<file path="config.mk">
export PLATFORM = sky130hd
export DESIGN_NAME = anim_sequencer
export DESIGN_NICKNAME = d
export VERILOG_FILES = /design/src/rtl/anim_pkg.sv /design/src/rtl/button_debounce.sv /design/src/rtl/anim_sequencer.sv
export SDC_FILE = /design/constraint.sdc
export NUM_CORES = 1
export LEC_CHECK = 0
export ABC_AREA = 0
export BUFFER_PORTS_ARGS = -buffer_cell sky130_fd_sc_hd__buf_2
export CELL_PAD_IN_SITES_DETAIL_PLACEMENT = 1
export CELL_PAD_IN_SITES_GLOBAL_PLACEMENT = 2
export CORE_ASPECT_RATIO = 1.75
export CORE_MARGIN = 4
export CORE_UTILIZATION = 35
export DETAILED_ROUTE_END_ITERATION = 16
export HOLD_SLACK_MARGIN = 0.12
export PLACE_DENSITY = 0.8
export SLEW_MARGIN = 20
export SYNTH_ARGS = -nofsm -noshare
export SYNTH_HDL_FRONTEND = slang
export SYNTH_SLANG_ARGS = --single-unit
export TNS_END_PERCENT = 100
</file>
<file path="constraint.sdc">
create_clock -name clk_pix -period 3.01 [get_ports clk_pix]
set_input_delay 0.4515 -clock clk_pix [delete_from_list [all_inputs] [get_ports clk_pix]]
set_output_delay 0.4515 -clock clk_pix [all_outputs]
set_load 0.01 [all_outputs]
</file>
<file path="src/rtl/anim_pkg.sv">
// rtl/anim_pkg.sv - shared widths, defaults and FSM encoding for the animation sequencer
package anim_pkg;

  localparam int ANGLE_W           = 9;
  localparam int ANGLE_MAX_DEFAULT = 360;
  localparam int V_ACTIVE_DEFAULT  = 480;

  typedef enum logic [1:0] {
    ST_WAIT   = 2'd0,
    ST_UPDATE = 2'd1,
    ST_SETTLE = 2'd2
  } state_e;

endpackage

</file>
<file path="src/rtl/button_debounce.sv">
// rtl/button_debounce.sv - two-flop synchronizer, stability counter, debounced level and rise pulse
module button_debounce #(
  parameter int DEBOUNCE_CYCLES = 250000
) (
  input  logic clk_pix,
  input  logic resetn,
  input  logic btn_i,
  output logic level_o,
  output logic rise_o
);

  localparam int CW = $clog2(DEBOUNCE_CYCLES + 1);
  localparam logic [CW-1:0] CNT_LAST = CW'(DEBOUNCE_CYCLES - 1);

  logic          sync1_q, sync2_q;
  logic          level_q, level_d;
  logic          rise_q, rise_d;
  logic [CW-1:0] cnt_q, cnt_d;

  // Accept the synchronized level only after it has disagreed for DEBOUNCE_CYCLES cycles in a row
  always_comb begin
    level_d = level_q;
    rise_d  = 1'b0;
    cnt_d   = '0;
    if (sync2_q != level_q) begin
      if (cnt_q == CNT_LAST) begin
        level_d = sync2_q;
        rise_d  = sync2_q;
      end else begin
        cnt_d = cnt_q + 1'b1;
      end
    end
  end

  // Synchronizer and debounce state registers
  always_ff @(posedge clk_pix or negedge resetn) begin
    if (!resetn) begin
      sync1_q <= 1'b0;
      sync2_q <= 1'b0;
      level_q <= 1'b0;
      rise_q  <= 1'b0;
      cnt_q   <= '0;
    end else begin
      sync1_q <= btn_i;
      sync2_q <= sync1_q;
      level_q <= level_d;
      rise_q  <= rise_d;
      cnt_q   <= cnt_d;
    end
  end

  assign level_o = level_q;
  assign rise_o  = rise_q;

endmodule

</file>
<file path="src/rtl/anim_sequencer.sv">
// rtl/anim_sequencer.sv - per-frame rotation angle update with settle window, pause/step/direction controls
module anim_sequencer
  import anim_pkg::*;
#(
  parameter int V_ACTIVE        = V_ACTIVE_DEFAULT,
  parameter int ANGLE_MAX       = ANGLE_MAX_DEFAULT,
  parameter int ANGLE_STEP      = 1,
  parameter int FRAMES_PER_STEP = 1,
  parameter int SETTLE_CYCLES   = 8,
  parameter int DEBOUNCE_CYCLES = 250000
) (
  input  logic               clk_pix,
  input  logic               resetn,
  input  logic [9:0]         x,
  input  logic [9:0]         y,
  input  logic               btn_pause,
  input  logic               btn_step,
  input  logic               btn_dir,
  output logic [ANGLE_W-1:0] angle,
  output logic               angle_valid,
  output logic               paused,
  output logic [15:0]        frame_count
);

  localparam logic [9:0] V_ACT10 = 10'(V_ACTIVE);
  localparam logic [9:0] MAX10   = 10'(ANGLE_MAX);
  localparam logic [9:0] STEP10  = 10'(ANGLE_STEP);
  localparam int PW = (FRAMES_PER_STEP > 1) ? $clog2(FRAMES_PER_STEP) : 1;
  localparam logic [PW-1:0] PRE_LAST = PW'(FRAMES_PER_STEP - 1);
  localparam int SW = (SETTLE_CYCLES > 1) ? $clog2(SETTLE_CYCLES) : 1;
  localparam logic [SW-1:0] SETTLE_LAST = SW'(SETTLE_CYCLES - 1);

  state_e             state_q, state_d;
  logic [SW-1:0]      settle_cnt_q, settle_cnt_d;
  logic [ANGLE_W-1:0] angle_q, angle_d;
  logic [15:0]        frame_count_q, frame_count_d;
  logic [PW-1:0]      prescale_q, prescale_d;
  logic               paused_q, paused_d;
  logic               step_pending_q, step_pending_d;

  logic pause_level, pause_rise;
  logic step_level, step_rise;
  logic dir_level, dir_rise;
  logic unused_debounce;
  logic tick;
  logic [9:0] angle_ext, inc_sum, inc_angle, dec_angle, next_angle;

  button_debounce #(.DEBOUNCE_CYCLES(DEBOUNCE_CYCLES)) u_db_pause (
    .clk_pix (clk_pix),
    .resetn  (resetn),
    .btn_i   (btn_pause),
    .level_o (pause_level),
    .rise_o  (pause_rise)
  );

  button_debounce #(.DEBOUNCE_CYCLES(DEBOUNCE_CYCLES)) u_db_step (
    .clk_pix (clk_pix),
    .resetn  (resetn),
    .btn_i   (btn_step),
    .level_o (step_level),
    .rise_o  (step_rise)
  );

  button_debounce #(.DEBOUNCE_CYCLES(DEBOUNCE_CYCLES)) u_db_dir (
    .clk_pix (clk_pix),
    .resetn  (resetn),
    .btn_i   (btn_dir),
    .level_o (dir_level),
    .rise_o  (dir_rise)
  );

  // Pause and step act on edges; direction acts on level
  assign unused_debounce = pause_level ^ step_level ^ dir_rise;

  assign tick = (x == 10'd0) && (y == V_ACT10);

  // Modular next angle, widened to 10 bits so angle+step never overflows
  always_comb begin
    angle_ext  = {1'b0, angle_q};
    inc_sum    = angle_ext + STEP10;
    inc_angle  = (inc_sum >= MAX10) ? (inc_sum - MAX10) : inc_sum;
    dec_angle  = (angle_ext < STEP10) ? (angle_ext + MAX10 - STEP10) : (angle_ext - STEP10);
    next_angle = dir_level ? dec_angle : inc_angle;
  end

  // Sequencer next state: wait for blanking, update once, then hold the settle window
  always_comb begin
    state_d        = state_q;
    settle_cnt_d   = settle_cnt_q;
    angle_d        = angle_q;
    frame_count_d  = frame_count_q;
    prescale_d     = prescale_q;
    paused_d       = paused_q ^ pause_rise;
    step_pending_d = step_pending_q;
    case (state_q)
      ST_WAIT: begin
        if (tick) begin
          state_d = ST_UPDATE;
        end
      end
      ST_UPDATE: begin
        frame_count_d = frame_count_q + 16'd1;
        prescale_d    = (prescale_q == PRE_LAST) ? '0 : prescale_q + 1'b1;
        if (step_pending_q || (!paused_q && (prescale_q == PRE_LAST))) begin
          angle_d = next_angle[ANGLE_W-1:0];
        end
        step_pending_d = 1'b0;
        settle_cnt_d   = '0;
        state_d        = ST_SETTLE;
      end
      ST_SETTLE: begin
        if (settle_cnt_q == SETTLE_LAST) begin
          settle_cnt_d = '0;
          state_d      = ST_WAIT;
        end else begin
          settle_cnt_d = settle_cnt_q + 1'b1;
        end
      end
      default: begin
        settle_cnt_d = '0;
        state_d      = ST_SETTLE;
      end
    endcase
    // A step press only registers against the post-toggle pause state, so unpause wins
    if (step_rise && paused_d) begin
      step_pending_d = 1'b1;
    end
  end

  // Sequencer state registers
  always_ff @(posedge clk_pix or negedge resetn) begin
    if (!resetn) begin
      state_q        <= ST_SETTLE;
      settle_cnt_q   <= '0;
      angle_q        <= '0;
      frame_count_q  <= '0;
      prescale_q     <= '0;
      paused_q       <= 1'b0;
      step_pending_q <= 1'b0;
    end else begin
      state_q        <= state_d;
      settle_cnt_q   <= settle_cnt_d;
      angle_q        <= angle_d;
      frame_count_q  <= frame_count_d;
      prescale_q     <= prescale_d;
      paused_q       <= paused_d;
      step_pending_q <= step_pending_d;
    end
  end

  assign angle       = angle_q;
  assign angle_valid = (state_q == ST_WAIT);
  assign paused      = paused_q;
  assign frame_count = frame_count_q;

endmodule
</file>
## Word level (Yosys, flattened, before mapping)

Index checks and enable logic that the tools add are counted.

| operators by class | value |
|---|---|
| add/sub/neg operators | 11 |
| magnitude comparators | 2 |
| equal/unequal tests | 12 |
| mux-type cells | 21 |
| bitwise gates (word level) | 2 |
| reduce and logical (&&, ||, !) cells | 13 |

Operators by type and width:

| kind | count |
|---|---|
| two-way mux 18 bit | 6 |
| adder 18 x 1 -> 18 bit, second input constant | 3 |
| equality test 18 bit, second input constant | 3 |
| two-way mux 9 bit | 3 |
| subtractor 9 x 1 -> 9 bit, second input constant | 2 |
| adder 16 x 1 -> 16 bit, second input constant | 1 |
| adder 9 x 1 -> 10 bit, second input constant | 1 |
| equality test 10 x 9 -> 1 bit, second input constant | 1 |
| >= comparator 10 x 9 -> 1 bit, second input constant | 1 |
| zero test 10 bit | 1 |
| AND reduction 2 bit | 5 |
| adder 9 bit, second input constant | 1 |
| < comparator 9 x 1 -> 1 bit, second input constant | 1 |
| subtractor 9 bit, second input constant | 1 |
| two-way mux 1 bit | 7 |
| case mux 3 bit (2 select lines) | 1 |
| two-way mux 2 bit | 2 |
| case mux 2 bit (2 select lines) | 1 |
| adder 3 x 1 -> 3 bit, second input constant | 1 |
| equality test 3 bit, second input constant | 1 |
| logical AND 1 bit | 3 |
| two-way mux 3 bit | 1 |
| inequality test 1 bit | 3 |
| equality test 2 x 1 -> 1 bit, second input constant | 1 |
| 10 further kinds | 10 |

| storage, ports and cells | value |
|---|---|
| flip-flop bits (word level) | 98 |
| logic and storage cells | 82 |

## Depth between registers and ports, before layout

Gate-level depths: netlist (run 1).

| depth | value |
|---|---|
| depth in word-level cells | 4 |
| gate-level depth with buffers | 9 |

## Hierarchy

From an unflattened synthesis (run 1), not the netlist that was laid out.

| second synthesis, totals | value |
|---|---|
| cells, all modules | 529 |
| area, all modules | 5333.9 um^2 |

Modules (own cells, without submodules):

| module | times used | cells an instance | area an instance (um^2) |
|---|---|---|---|
| button_debounce | 3 | 100 | 1059.8 |
| anim_sequencer | 1 | 229 | 2154.6 |

## Worst setup path before layout (run 1)

Ideal clock, no wire load.

| timing path | value |
|---|---|
| path kind | reg-to-reg |
| from | reg angle_q[0] (netlist: angle[0]) |
| to | reg angle_q[6] (netlist: angle[6]) |
| setup time | 0.125 ns |
| arrival time | 2.282 ns |
| data required time | 2.885 ns |
| setup slack | 0.603 ns |
| stages on the path, launching flop included | 9 |
| clock period less this slack | 2.407 ns |
| cell sequence | dfrtp_1 ha_1 clkbuf_1 a21oi_1 o21bai_1 and3_1 o32a_4 a221oi_2 mux2_4 |

| between the ends | value |
|---|---|
| word-level cells in the longest chain between the ends | 4 |
| elaborated cells between the ends (all ways) | 10 |
| those cells by class | add/sub (5); order compare (2); mux (3) |

RTL lines:

| what | RTL line | source |
|---|---|---|
| start, declared | anim_sequencer.sv:35 | `logic [ANGLE_W-1:0] angle_q, angle_d;` |
| start signal, assigned | anim_sequencer.sv:143 | `angle_q <= angle_d;` |
| adder 9 x 1 -> 10 bit or adder 9 bit (tied branches) | anim_sequencer.sv:80, anim_sequencer.sv:82 |  |
| subtractor 9 bit, or another cell as far along | anim_sequencer.sv:81 | `inc_angle = (inc_sum >= MAX10) ? (inc_sum - MAX10) : inc_sum;` |
| two-way mux 9 bit, on equally long branches | anim_sequencer.sv:81, anim_sequencer.sv:82 |  |
| two-way mux 9 bit (*) | anim_sequencer.sv:83 | `next_angle = dir_level ? dec_angle : inc_angle;` |

Mark *: on every way between the ends. The rest lies on a longest branch, timed or not.
A chain may end at the register's enable or synchronous reset.

## Final worst setup path (run 1)

| timing path | value |
|---|---|
| from | reg angle_q[1] (netlist: angle[1]) |
| to | reg angle_q[6] (netlist: angle[6]) |

Same word-level chain as after synthesis.

==> results_tabular.tex, run 1 <==
\begin{tabular}{lr}
\hline
Metric & Value \\
\hline
\multicolumn{2}{l}{\textbf{Outcome}} \\
\quad Run status & finished, final reports clean \\
\multicolumn{2}{l}{\textbf{Floorplanning}} \\
\quad Row Count & 57 \\
\quad Initial standard-cell utilization of the core & a little over a third \\
\quad Floorplan die area & around 16,000 µm² \\
\quad Die width & slightly below 100 µm \\
\quad Top Ports & 52 \\
\quad Die height & roughly 170 µm \\
\quad Placeable core region & between 10,000 and 15,000 µm² \\
\multicolumn{2}{l}{\textbf{Clocking}} \\
\quad Root cell of the clock tree & clkbuf\_16 \\
\quad Clock latency reported for the late side of the worst-skew pair & between 300 and 400 ps \\
\quad CTS Sinks & between 90 and 100 \\
\quad TritonCTS clock tree & done \\
\quad CTS Hold Buffers Added & 1 \\
\quad Clock-pin transition on the worst setup and hold timing paths & 60 ps \\
\quad CTS H-tree lvls & 3 \\
\quad Clk buf depth & 2 \\
\quad Number of gates resized after CTS & 0 \\
\quad Number of buffers added by the clock tree synthesis step & 9 \\
\quad Count of buffers added by post-CTS timing repair for setup & 0 \\
\multicolumn{2}{l}{\textbf{Pwr}} \\
\quad Power Dens Cells & 432 nW/µm² \\
\quad Largest voltage drop on the vdd net & between 200 and 300 µV \\
\quad Leakage component of the power & between 2 and 3 nW \\
\multicolumn{2}{l}{\textbf{Global routing}} \\
\quad Number of antenna violations at the first check in global routing & 0 \\
\quad Maximum number of pins on one net before global-route repair & 61 \\
\quad Grt total ovfl & 0 \\
\quad First-pass GRT wire length & 20,100 µm \\
\quad Number of global-route vias before repair & a little over 4,000 \\
\quad Global Route Usage Sum & between 10\% and 20\% \\
\multicolumn{2}{l}{\textbf{Finish}} \\
\quad Area Overhead vs Synth & 15.1\% \\
\quad Fin util & between 40\% and 50\% \\
\quad Diodes inserted & 0 \\
\quad Area taken by multi-input logic gates & roughly 2400 µm² \\
\quad Number of nets in the finished design & about 590 \\
\quad Filler cell count & $\sim$1,600 \\
\quad Final cell count without fillers & 741 \\
\quad Register area & 2430 µm² \\
\quad Ratio of cells with drive above 1 in the final layout & roughly 15\% \\
\multicolumn{2}{l}{\textbf{STA}} \\
\quad Setup violations, final & 0 \\
\quad Max-slew violation total from the final report & 0 \\
\quad Setup ws final & between 300 and 400 ps \\
\quad RSZ-0062 raised after global routing & no \\
\quad Period utilisation layout & between 80\% and 90\% \\
\quad Worst Skew & 10.5 ps \\
\quad Time the final worst path needs with I/O delays and setup & about 2600 ps \\
\quad Highest Clock Rate & around 0.38 GHz \\
\quad Setup Total Neg Slack & 0 ps \\
\quad Fin. Hold Viols & 0 \\
\quad Measured slew at the worst slew-check pin & 599 ps \\
\quad Slew HR & roughly three fifths \\
\multicolumn{2}{l}{\textbf{Critical path}} \\
\quad Worst setup slack for register-to-register paths & $\sim$390 ps \\
\quad Arrival time reported for the critical path endpoint & approximately 2900 ps \\
\quad Worst Path Class, Setup & register to register \\
\quad End of the worst register-to-register path & angle[6] \\
\quad Element type at the critical path start & register \\
\quad R2R depth & 8 \\
\quad CP Data Required Time & between 3000 and 4000 ps \\
\quad Crit end category & register \\
\quad Maximum net fanout on the critical path & 11 \\
\quad Reg-to-Reg Start & angle[1] \\
\multicolumn{2}{l}{\textbf{Yosys}} \\
\quad EDFF count, synth & 0 \\
\quad Syn Inst Count & around 510 \\
\quad Number of warnings printed during yosys synthesis & 0 \\
\quad Seq cells post-synth & 97 \\
\quad Asr flop ratio synth & 100\% \\
\quad Total nets after synthesis & about 540 \\
\quad Count of cell types in the netlist & between 40 and 50 \\
\quad Dominant register cell in the synthesized netlist & dfrtp\_1 \\
\quad Synth Cell Area & 4940 µm² \\
\quad Avg Synthesized Cell Area & 9.71 µm² \\
\quad Sequential area share after synthesis & about 50\% \\
\multicolumn{2}{l}{\textbf{Drt}} \\
\quad Number of vias per cell & just over 5 \\
\quad Final ANT Viol Nets & 0 \\
\quad Wire length after detailed routing & roughly 12,000 µm \\
\quad Initial detailed-routing violation count & 117 \\
\quad Via count & between 3,000 and 4,000 \\
\quad First-pass iteration count of the detailed router & 4 \\
\quad DRC violation count after routing & 0 \\
\quad Routed WL per cell & between 15 and 20 µm \\
\multicolumn{2}{l}{\textbf{Worst hold path}} \\
\quad Hold endpoint & u\_db\_step.sync1\_q \\
\quad Number of stages on the worst hold path & 1 \\
\quad Worst hold path type & input port to register \\
\quad Source of the worst hold timing path & btn\_step \\
\multicolumn{2}{l}{\textbf{Job}} \\
\quad Number of violations of the max-capacitance limit & 0 \\
\multicolumn{2}{l}{\textbf{Placement}} \\
\quad DP Wirelength & around 9000 µm \\
\quad I/O Buffers & slightly above 50 \\
\quad Cells after DPL & between 700 and 800 \\
\quad Gpl congestion & about 0.81 \\
\quad Worst-case setup slack after placement & 419 ps \\
\hline
\end{tabular}
-- power breakdown --
group / leakage, nW / internal [mW] / switching (mW) / total [mW]
logic: 1.12 / 0.0268 / 0.0484 / 0.0752
registers: 1.33 / 1.32 / 0.00944 / 1.33
clock network: 0.124 / 0.558 / 0.498 / 1.06
-- through the flow --
stage | hold WS [ps] | instance area [µm²] | power [mW]
6_report | 212 | 5690 | 2.46
2_1_floorplan | 156 | 4940 | 1.37
4_1_cts | 201 | 5690 | 2.50
3_5_place_dp | 339 | 5410 | 1.43
3_3_place_gp | 334 | 5410 | 1.43
5_1_grt | 196 | 5690 | 2.57
-- state kept, by name (all words and copies together) (netlist names), 2 cells and up --
register          flops
frame_count          16
state_q               2
settle_cnt_q          3
u_db_step.cnt_q      18
u_db_pause.cnt_q     18
u_db_dir.cnt_q       18
angle                 9
-- synth_stat cells (5+ instances only) --
library cell | count | area share (%)
a31oi_1 | 6 | 0.76
o21ai_0 | 11 | 1.1
nor4b_1 | 5 | 0.89
xor2_1 | 39 | 6.9
and3_1 | 17 | 2.2
nor2_1 | 74 | 5.6
nand2_1 | 41 | 3.1
dfrtp_1 | 96 | 49
nand2b_1 | 7 | 0.89
clkbuf_1 | 14 | 1.1
nor3_1 | 12 | 1.2
nand3_1 | 47 | 4.8
a21oi_1 | 14 | 1.4
inv_1 | 7 | 0.53
nand3b_1 | 5 | 0.76
xnor2_1 | 36 | 6.4
nand4_1 | 5 | 0.63
nor4_1 | 9 | 1.1
ha_1 | 9 | 2.3
-- final cells by class --
type / instances / area share [%]
clock buffer: 9 / 3.96
sequential: 97 / 42.7
clock inverter: 6 / 0.792
multi-input combinational: 387 / 42.5
tap: 177 / 3.89
inverter: 7 / 0.462
timing repair buffer: 58 / 5.72
-- cell families after synthesis --
family | count (synthesis) | synth area share [%]
AOI/OAI and AO/OA | 52 | 7.04
xor gates and xnor gates | 75 | 13.3
adders and majority gates | 9 | 2.28
buffers and inverters | 25 | 2.00
DFF | 97 | 49.1
muxes | 10 | 2.28
and+or+nand+nor | 241 | 24.0
-- critical path, cell delays in order, from the launching register on --
cell	delay (ps)
dfrtp_1	470
ha_1	430
nor2b_1	190
nand4_1	140
and3_1	220
o32a_4	410
a21oi_4	230
a221oi_2	90
mux2_4	310
-- per-layer routing --
metal	GRT usage, %	vias up	routed length (µm)
met2	28.6	59	6500
met5	0	-	0
met4	5.80	0	258
met1	16.9	1903	4650
li1	-	1851	-
met3	3.40	18	386
-- placed cells by master, fill, tap and decap left out, drive strengths merged, types with 2 or more instances in the layout --
cell and instances:
dfrtp 96, nor2 74, buf 57, nand3 47, nand2 42, xor2 39, xnor2 36, and3 17
a21oi 15, o21ai 15, nor3 12, nor4 9, ha 9, clkbuf 9, inv 8, nand2b 7
mux2 7, a31oi 6, nand3b 5, nand4 5, nor4b 5, or3 4, nor2b 4, nor3b 3
o31ai 3, and4 3, mux2i 3, a22oi 3, clkinvlp 3, a21o 2, or4 2, clkinv 2
-- how the worst max path moves through the flow --
stage | startpoint | endpoint | slack, ps | cells past startpoint
floorplan | angle[0] | angle[6] | 600 | 8
global placement | angle[2] | angle[6] | 530 | 7
detailed placement | angle[0] | angle[6] | 420 | 8
CTS | angle[0] | angle[6] | 400 | 8
global route | angle[0] | angle[4] | 250 | 8
finish | angle[1] | angle[6] | 390 | 8
(Power assumes the default switching activity.)
==> run 2: changes to the inputs <==
--- a/config.mk
+++ b/config.mk
@@ -11,10 +11,10 @@
 export CELL_PAD_IN_SITES_GLOBAL_PLACEMENT = 2
 export CORE_ASPECT_RATIO = 1.75
 export CORE_MARGIN = 4
-export CORE_UTILIZATION = 35
+export CORE_UTILIZATION = 37
 export DETAILED_ROUTE_END_ITERATION = 16
 export HOLD_SLACK_MARGIN = 0.12
-export PLACE_DENSITY = 0.8
+export PLACE_DENSITY = 0.84
 export SLEW_MARGIN = 20
 export SYNTH_ARGS = -nofsm -noshare
 export SYNTH_HDL_FRONTEND = slang
==> run 2 against run 1 <==
Die area fell by 5.1%. Hold slack improved by 0.69 ps. Non-clock buffer count unchanged. Total power is 14% higher. Clock skew shrank 5.4 ps. Largest power group is now the clock network. Critical endpoint unchanged. Clock power rose by 31%.
==> results_tabular.tex, run 2 (same netlist as run 1, synthesis figures left out) <==
\begin{tabular}{lr}
\hline
Metric & Value \\
\hline
\multicolumn{2}{l}{\textbf{Critical path}} \\
\quad Worst setup slack for register-to-register paths & roughly 330 ps \\
\quad Arrival time reported for the critical path endpoint & between 2000 and 3000 ps \\
\quad End of the worst register-to-register path & angle[6] \\
\quad CP Data Required Time & roughly 3200 ps \\
\quad Crit end category & register \\
\quad Worst Path Class, Setup & register to register \\
\quad Element type at the critical path start & register \\
\quad Reg-to-Reg Start & angle[0] \\
\quad R2R depth & 7 \\
\quad Maximum net fanout on the critical path & 11 \\
\multicolumn{2}{l}{\textbf{Global routing}} \\
\quad Maximum number of pins on one net before global-route repair & a little over 70 \\
\quad Number of antenna violations at the first check in global routing & 0 \\
\quad First-pass GRT wire length & 20,000 µm \\
\quad Global Route Usage Sum & approximately 16\% \\
\quad Grt total ovfl & 0 \\
\quad Number of global-route vias before repair & $\sim$4,100 \\
\multicolumn{2}{l}{\textbf{Floorplanning}} \\
\quad Placeable core region & about 13,000 µm² \\
\quad Top Ports & 52 \\
\quad Die height & between 150 and 200 µm \\
\quad Floorplan die area & 15,300 µm² \\
\quad Row Count & 55 \\
\quad Die width & approximately 95 µm \\
\quad Initial standard-cell utilization of the core & about two fifths \\
\multicolumn{2}{l}{\textbf{STA}} \\
\quad Setup violations, final & 0 \\
\quad Measured slew at the worst slew-check pin & approximately 900 ps \\
\quad RSZ-0062 raised after global routing & no \\
\quad Max-slew violation total from the final report & 0 \\
\quad Time the final worst path needs with I/O delays and setup & about 2700 ps \\
\quad Highest Clock Rate & $\sim$0.37 GHz \\
\quad Setup ws final & approximately 330 ps \\
\quad Setup Total Neg Slack & 0 ps \\
\quad Worst Skew & 5.06 ps \\
\quad Period utilisation layout & 89.0\% \\
\quad Fin. Hold Viols & 0 \\
\quad Slew HR & 40.0\% \\
\quad Final worst hold slack & 213 ps \\
\multicolumn{2}{l}{\textbf{Pwr}} \\
\quad Switching share of power & between 10\% and 20\% \\
\quad Net Switching & about 0.54 mW \\
\quad P\_int & 2.26 mW \\
\quad Largest voltage drop on the vdd net & $\sim$320 µV \\
\quad Power Dens Cells & around 480 nW/µm² \\
\quad Leakage component of the power & 2.62 nW \\
\quad Portion of total power attributed to combinational logic & $\sim$2.6\% \\
\quad Fraction of power consumed by the clock network & 49.9\% \\
\quad Fraction of power consumed by sequential logic & a little under half \\
\multicolumn{2}{l}{\textbf{Clocking}} \\
\quad Clock latency reported for the late side of the worst-skew pair & $\sim$340 ps \\
\quad CTS H-tree lvls & 3 \\
\quad Number of gates resized after CTS & 0 \\
\quad Root cell of the clock tree & clkbuf\_16 \\
\quad CTS Sinks & 97 \\
\quad TritonCTS clock tree & done \\
\quad Clock-pin transition on the worst setup and hold timing paths & 60 ps \\
\quad Clk buf depth & 2 \\
\quad Number of buffers added by the clock tree synthesis step & 9 \\
\quad Count of buffers added by post-CTS timing repair for setup & 0 \\
\quad CTS Hold Buffers Added & 0 \\
\multicolumn{2}{l}{\textbf{Job}} \\
\quad Number of violations of the max-capacitance limit & 0 \\
\multicolumn{2}{l}{\textbf{Finish}} \\
\quad Filler cell count & $\sim$1,500 \\
\quad Most frequent standard cell in the layout excluding fill and tap cells & dfrtp\_1 \\
\quad Final non-filler cell area & a little under 6000 µm² \\
\quad Ratio of cells with drive above 1 in the final layout & $\sim$15\% \\
\quad Number of nets in the finished design & 594 \\
\quad Area Overhead vs Synth & 16.6\% \\
\quad Commonest cells after routing, fill and taps aside & dfrtp\_1, nor2\_1, buf\_2, nand3\_1, nand2\_1 \\
\quad Registers with the most flip-flops & u\_db\_dir.cnt\_q: 18 flops, u\_db\_pause.cnt\_q: 18 flops, u\_db\_step.cnt\_q: 18 flops \\
\quad Fin util & roughly 44\% \\
\quad Diodes inserted & 0 \\
\multicolumn{2}{l}{\textbf{Placement}} \\
\quad DP Wirelength & roughly 8600 µm \\
\quad Worst-case setup slack after placement & 352 ps \\
\quad Gpl congestion & $\sim$0.85 \\
\quad Area after detailed placement & 5400 µm² \\
\quad I/O Buffers & 51 \\
\multicolumn{2}{l}{\textbf{Drt}} \\
\quad Number of vias per cell & approximately 5.3 \\
\quad DRC violation count after routing & 0 \\
\quad Final ANT Viol Nets & 0 \\
\quad Via count & 3,892 \\
\quad Initial detailed-routing violation count & 120 \\
\quad Routed WL per cell & between 15 and 20 µm \\
\quad First-pass iteration count of the detailed router & 4 \\
\quad Wire length after detailed routing & 11,900 µm \\
\multicolumn{2}{l}{\textbf{Worst hold path}} \\
\quad Worst hold path type & input port to asynchronous set/reset pin \\
\multicolumn{2}{l}{\textbf{Outcome}} \\
\quad Run status & finished, final reports clean \\
\hline
\end{tabular}
==> run 2: cell types whose count changed in the layout (fill, tap and decap cells not counted), sizes merged <==
cell,previous run,this run
clkinv,2,0
clkbuf,9,10
buf,57,58
inv,8,7
bufinv,0,4
dlygate4sd3,1,0
clkinvlp,3,1
==> run 2: final cells by class <==
cell class,count,area [µm²],area share [%]
Multi-Input combinational cell,387,2420,41.9
Sequential cell,97,2430,42.1
Inverter,7,26.3,0.456
Tap cell,171,214,3.71
Clock buffer,10,239,4.15
Clock inverter,5,128,2.21
Timing Repair Buffer,58,310,5.39
==> run 2: worst max path at each step <==
stage	start	endpoint	depth (start not counted)	slack, ps
finish	angle[0]	angle[6]	7	330
global route	angle[0]	angle[4]	8	170
CTS	angle[0]	angle[6]	7	340
detailed placement	angle[0]	angle[6]	7	350
global placement	angle[1]	angle[6]	7	510
floorplan	angle[0]	angle[6]	8	600
==> run 2: power groups by stage <==
stage | registers, mW | logic, mW | clock network, mW
global placement | 1.35 | 0.0731 | 0
floorplan | 1.35 | 0.0250 | 0
CTS | 1.33 | 0.0782 | 1.43
detailed placement | 1.35 | 0.0758 | 0
global route | 1.33 | 0.0867 | 1.48
finish | 1.33 | 0.0738 | 1.39
==> run 2: per-stage QoR <==
stage          total power, mW  cells
6_report                  2.79    735
5_1_grt                   2.89    735
4_1_cts                   2.84    735
3_5_place_dp              1.43    720
3_3_place_gp              1.42    720
2_1_floorplan             1.37    509
==> run 2: critical path, stage by stage (launching register included) <==
cell,delay [ps]
dfrtp_1,490
ha_1,430
nor2b_1,190
nand4_1,140
and3_1,220
o32a_4,420
a221oi_2,360
mux2_4,330
==> run 2: metal layers <==
| layer | GRT usage [%] | vias to the layer above | routed length (µm) |
|---|---|---|---|
| met5 | 0 | - | 0 |
| met4 | 6.35 | 0 | 261 |
| met3 | 2.25 | 15 | 339 |
| met2 | 29.4 | 62 | 6500 |
| met1 | 19.3 | 1958 | 4760 |
| li1 | - | 1857 | - |
